[config.mk]
export PLATFORM = sky130hd
export DESIGN_NAME = sum_window_avg
export DESIGN_NICKNAME = d
export VERILOG_FILES = /design/src/rtl/sum_window_avg.sv
export SDC_FILE = /design/constraint.sdc
export NUM_CORES = 1
export LEC_CHECK = 0
export CAP_MARGIN = 20
export CORE_ASPECT_RATIO = 1.1
export CORE_UTILIZATION = 40
export DETAILED_ROUTE_END_ITERATION = 6
export PLACE_DENSITY = 0.65
export SETUP_SLACK_MARGIN = 0.3
export SLEW_MARGIN = 20
export SYNTH_ARGS = -nofsm -noshare
export SYNTH_HDL_FRONTEND = slang
export SYNTH_SLANG_ARGS = --single-unit
export TNS_END_PERCENT = 100
[constraint.sdc]
create_clock -name clk -period 3.6 [get_ports clk]
set_input_delay 0.72 -clock clk [delete_from_list [all_inputs] [get_ports clk]]
set_output_delay 0.72 -clock clk [all_outputs]
set_load 0.01 [all_outputs]
[src/rtl/sum_window_avg.sv]
// Windowed statistics over the adder-stage sum stream.
// It collects 2^LOG2_N accepted samples and reports their truncated mean, minimum,
// maximum and a running count of completed windows. Each result is held until the
// consumer accepts it with a valid/ready handshake.
module sum_window_avg #(
  parameter int unsigned DATA_W = 8,
  parameter int unsigned LOG2_N = 3
) (
  input  logic              clk,
  input  logic              rst_n,
  input  logic              clear,
  input  logic              in_valid,
  input  logic [DATA_W-1:0] in_data,
  output logic              in_ready,
  output logic              out_valid,
  input  logic              out_ready,
  output logic [DATA_W-1:0] out_avg,
  output logic [DATA_W-1:0] out_min,
  output logic [DATA_W-1:0] out_max,
  output logic [7:0]        win_cnt
);

  // Sized so that N samples at full scale cannot overflow
  localparam int unsigned ACC_W = DATA_W + LOG2_N;
  localparam logic [LOG2_N-1:0] CntLast = '1;

  typedef enum logic {StAcc, StHold} state_e;

  state_e             state_q;
  logic [LOG2_N-1:0]  cnt_q;
  logic [ACC_W-1:0]   acc_q;
  logic [DATA_W-1:0]  min_q;
  logic [DATA_W-1:0]  max_q;

  logic [ACC_W-1:0]   acc_sum;
  logic [DATA_W-1:0]  nxt_min;
  logic [DATA_W-1:0]  nxt_max;
  logic               accept;
  logic               last;

  // Ready depends only on state, so it never waits on in_valid or out_ready
  assign in_ready = (state_q == StAcc);
  assign accept   = in_valid && in_ready && !clear;
  assign last     = (cnt_q == CntLast);

  // Sum and running extremes as they would be if the current sample is taken
  always_comb begin
    acc_sum = acc_q + ACC_W'(in_data);
    nxt_min = min_q;
    nxt_max = max_q;
    if (cnt_q == '0) begin
      // The first sample of a window replaces both extremes
      nxt_min = in_data;
      nxt_max = in_data;
    end else begin
      if (in_data < min_q) nxt_min = in_data;
      if (in_data > max_q) nxt_max = in_data;
    end
  end

  // Window FSM with registered result outputs
  always_ff @(posedge clk or negedge rst_n) begin
    if (!rst_n) begin
      state_q   <= StAcc;
      cnt_q     <= '0;
      acc_q     <= '0;
      min_q     <= '0;
      max_q     <= '0;
      out_valid <= 1'b0;
      out_avg   <= '0;
      out_min   <= '0;
      out_max   <= '0;
      win_cnt   <= '0;
    end else if (clear) begin
      // Abandon the current window. The last reported result and win_cnt stay as they are.
      state_q   <= StAcc;
      cnt_q     <= '0;
      acc_q     <= '0;
      min_q     <= '0;
      max_q     <= '0;
      out_valid <= 1'b0;
    end else begin
      case (state_q)
        StAcc: begin
          if (accept) begin
            if (last) begin
              out_avg   <= acc_sum[ACC_W-1:LOG2_N];
              out_min   <= nxt_min;
              out_max   <= nxt_max;
              out_valid <= 1'b1;
              win_cnt   <= win_cnt + 8'd1;
              cnt_q     <= '0;
              acc_q     <= '0;
              min_q     <= '0;
              max_q     <= '0;
              state_q   <= StHold;
            end else begin
              acc_q <= acc_sum;
              cnt_q <= cnt_q + 1'b1;
              min_q <= nxt_min;
              max_q <= nxt_max;
            end
          end
        end
        StHold: begin
          // Input stays blocked for the handshake cycle, which leaves one bubble per window
          if (out_valid && out_ready) begin
            out_valid <= 1'b0;
            state_q   <= StAcc;
          end
        end
        default: state_q <= StAcc;
      endcase
    end
  end

endmodule

==> summary.txt <==
Placed design
  • Placed wire-length estimate: 5900 µm
  • DP Worst Slack: 0.444 ns
  • IO buf count: 46
  • Cell total after placement: around 500
  • Gpl congestion: 0.903

Layout
  • Commonest non-fill, non-tap cell in the layout: dfrtp_1
  • Final cell count without fillers: 517
  • Synth-to-Final Area Change: 23.0%
  • Antenna diodes: 0
  • Nets: around 440
  • Most frequent cells in the layout: dfrtp_1 (64), clkdlybuf4s50_1 (45), nand2_1 (34), ha_1 (27), inv_1 (23)
  • Layout cells sized above 1: 10.1%

Synthesis
  • Syn Std Cell Area: roughly 3600 µm²
  • Mux share of post-synthesis cell area: 4.05%
  • XOR/XNOR share of the synthesized area: under 10%
  • Most area-consuming cells after synthesis: dfrtp_1 (45%), ha_1 (9.4%), nand2_1 (3.6%)
  • Synth Area in Simple Gates: between 10% and 20%
  • Mapped Cells: 352
  • Biggest area consumer among synthesized cells: dfrtp_1
  • Post-synth EDFFs: 0
  • Syn_nets: 393
  • Syn_area_per_cell: 10.2 µm²
  • Post-synthesis cell type count: 52
  • Seq/Total Area, Yosys: ~45%
  • Synth warn: 0
  • Synth top area share: 44.7%
  • Synth Area in Adders: 9.99%
  • Ys async rst share: between 90% and 100%
  • Main synth FF type: dfrtp_1
  • Yosys reg bits: 64
  • Compound-Gate Fraction of Synth Area: between 15 and 20%
  • Largest family of logic cells by synthesized area: compound AO/OA/AOI/OAI gates

CTS
  • Skew-Pair Late Insertion Delay: 0.35 ns
  • Total CTS buffers: 9
  • Clock H-tree levels: 3
  • Clk pin slew, worst setup/hold paths: 0.07 ns
  • CTS Buffer Depth: 2
  • # Post-CTS Setup Buffers: 0
  • Resized Gates After CTS: 0
  • Clk sinks: 64
  • Post-CTS Hold Fix Bufs: 0
  • Root Driver: clkbuf_8
  • CTS tree: built

Global routing
  • All-Layer GR Usage: 19.3%
  • Met1 global-route usage: 23.3%
  • Largest net degree at the start of global routing: 50
  • GRT met3 Usage: 3.00%
  • Met2 usage: 33.8%
  • Antenna violations before repair: 0
  • GRT Max-Usage Layer: met2
  • Vias in the first global route: 2831
  • First-pass GRT wire length: 13800 µm
  • GRT overflow: 0

STA
  • Slew Limit Headroom: 56.8%
  • RSZ-0062 raised after global routing: no
  • Clock skew: 0.00960 ns
  • Least-Margin Pin Slew: between 0.6 and 0.7 ns
  • Hold slack: 0.381 ns
  • Slew Limit Fails: 0
  • Final Hold Viols: 0
  • Fin Setup TNS: 0 ns
  • Fin crit share: 78.4%
  • Final worst path period need: 2.82 ns
  • Endpoints failing setup: 0
  • Fmax: 0.355 GHz
  • Final WS setup: 0.779 ns

Route
  • Iteration count of the initial detailed-routing pass: 4
  • Via count: 2909
  • Vias/cell: 5.63
  • WL/cell: 15.8 µm
  • Detailed-route DRC error count: 0
  • Total Wirelength: 8170 µm
  • Iter 0 DRT Violations: 120
  • Post-route ant nets: 0

Floorplanning
  • Die height: 101 µm
  • Die area: 9340 µm²
  • Io pins: between 40 and 50
  • Core area: 8540 µm²
  • Row count: 35
  • Initial Util: 41.9%
  • Die X-Extent: between 90 and 100 µm

Setup path
  • Critical path type: input pin to flip-flop
  • Critical path endpoint category: flip-flop
  • Worst EP required: 3.84 ns
  • Worst path cell trace: clkdlybuf4s50_1, ha_1, a211oi_1, o211ai_2, and3b_1, nor2_2, a32o_1
  • Worst path arrival time: roughly 3.1 ns
  • CP max FO: 10
  • CP delay by family, top: compound AO/OA/AOI/OAI gates
  • CP bufs+invs: 1
  • CP max stage cell: clkdlybuf4s50_1
  • Element type at the critical path start: input pin
  • Worst path max stage delay: 0.59 ns

Pwr
  • Leak pwr: roughly 2 nW
  • Power Dens Cells: 411 nW/µm²
  • Peak supply drop: 201 µV

Outcome
  • Status: complete, no violations

Worst hold path
  • Min-Delay Path Class: input pin to asynchronous set/reset pin

Run
  • Max-Cap Viols: 0
[Yosys cell counts (all sizes together) (7+ instances only)]
cell / n
buf: 7
nor2: 12
dfrtp: 64
o21ai: 23
a32o: 9
nand3: 13
o211ai: 11
nand2: 34
nand4: 8
o2111ai: 7
a22o: 14
xnor2: 10
inv: 23
mux2i: 10
clkbuf: 12
ha: 27
a21oi: 16
[through the flow]
step | area, µm² | util [%] | power, mW
3_5_place_dp | 4170 | 48.9 | 1.11
6_report | 4410 | 51.6 | 1.81
5_1_grt | 4410 | 51.6 | 1.91
2_1_floorplan | 3580 | - | 1.01
3_3_place_gp | 4170 | 48.9 | 1.10
4_1_cts | 4400 | 51.6 | 1.83
[per-layer routing]
metal	vias up	wire [µm]
li1	1391	-
met4	0	135
met1	1441	3670
met2	66	4010
met3	11	354
met5	-	0
[registers in the layout, summed over array words and instances (netlist names)]
| register | count |
|---|---|
| min_q | 8 |
| max_q | 8 |
| out_max | 8 |
| out_avg | 8 |
| out_min | 8 |
| state_q | 1 |
| cnt_q | 3 |
| win_cnt | 8 |
| acc_q | 11 |
| out_valid | 1 |
[worst reg2reg max path: cells and delay by family, from the launching register on]
| kind | cells | cell delay, ns |
|---|---|---|
| AOI/OAI and AO/OA | 3 | 0.88 |
| adders and majority gates | 1 | 0.29 |
| buffers and inverters | 1 | 0.07 |
| DFF | 1 | 0.39 |
| and+or+nand+nor | 2 | 0.62 |
[worst paths after layout]
kind                                  from         end  slack [ns]  depth (start not counted)
worst max register to register    max_q[5]    max_q[4]        1.24                          7
min in group clk                win_cnt[7]  win_cnt[7]        0.47                          1
worst min register to register  win_cnt[7]  win_cnt[7]        0.47                          1
max in group asynchronous            rst_n    acc_q[9]        2.52                          2
worst min-delay path                 rst_n  out_min[3]        0.38                          1
worst max-delay path            in_data[4]    max_q[4]        0.78                          7
[cell families (layout without fill, tap and decap cells)]
kind of cell               count (synthesis)  in the layout
AOI/OAI and AO/OA                         99             99
and+or+nand+nor                           92             92
adders and majority gates                 28             28
xor gates and xnor gates                  13             13
buffers and inverters                     42             96
DFF                                       64             64
muxes                                     14             14
[power by group]
part	total, mW	switching (mW)	internal, mW
logic	0.326	0.193	0.133
clock network	0.711	0.285	0.426
registers	0.774	0.0248	0.750
[final cells by class]
type | count | area [µm²]
Clock buffer | 11 | 151
Clock inverter | 5 | 78.8
Fill cell | 805 | 4130
Inverter | 23 | 86.3
Multi-Input combinational cell | 246 | 1810
Sequential cell | 64 | 1600
Tap cell | 111 | 139
Timing Repair Buffer | 57 | 541
No activity file was read; power rests on OpenSTA's default activity.
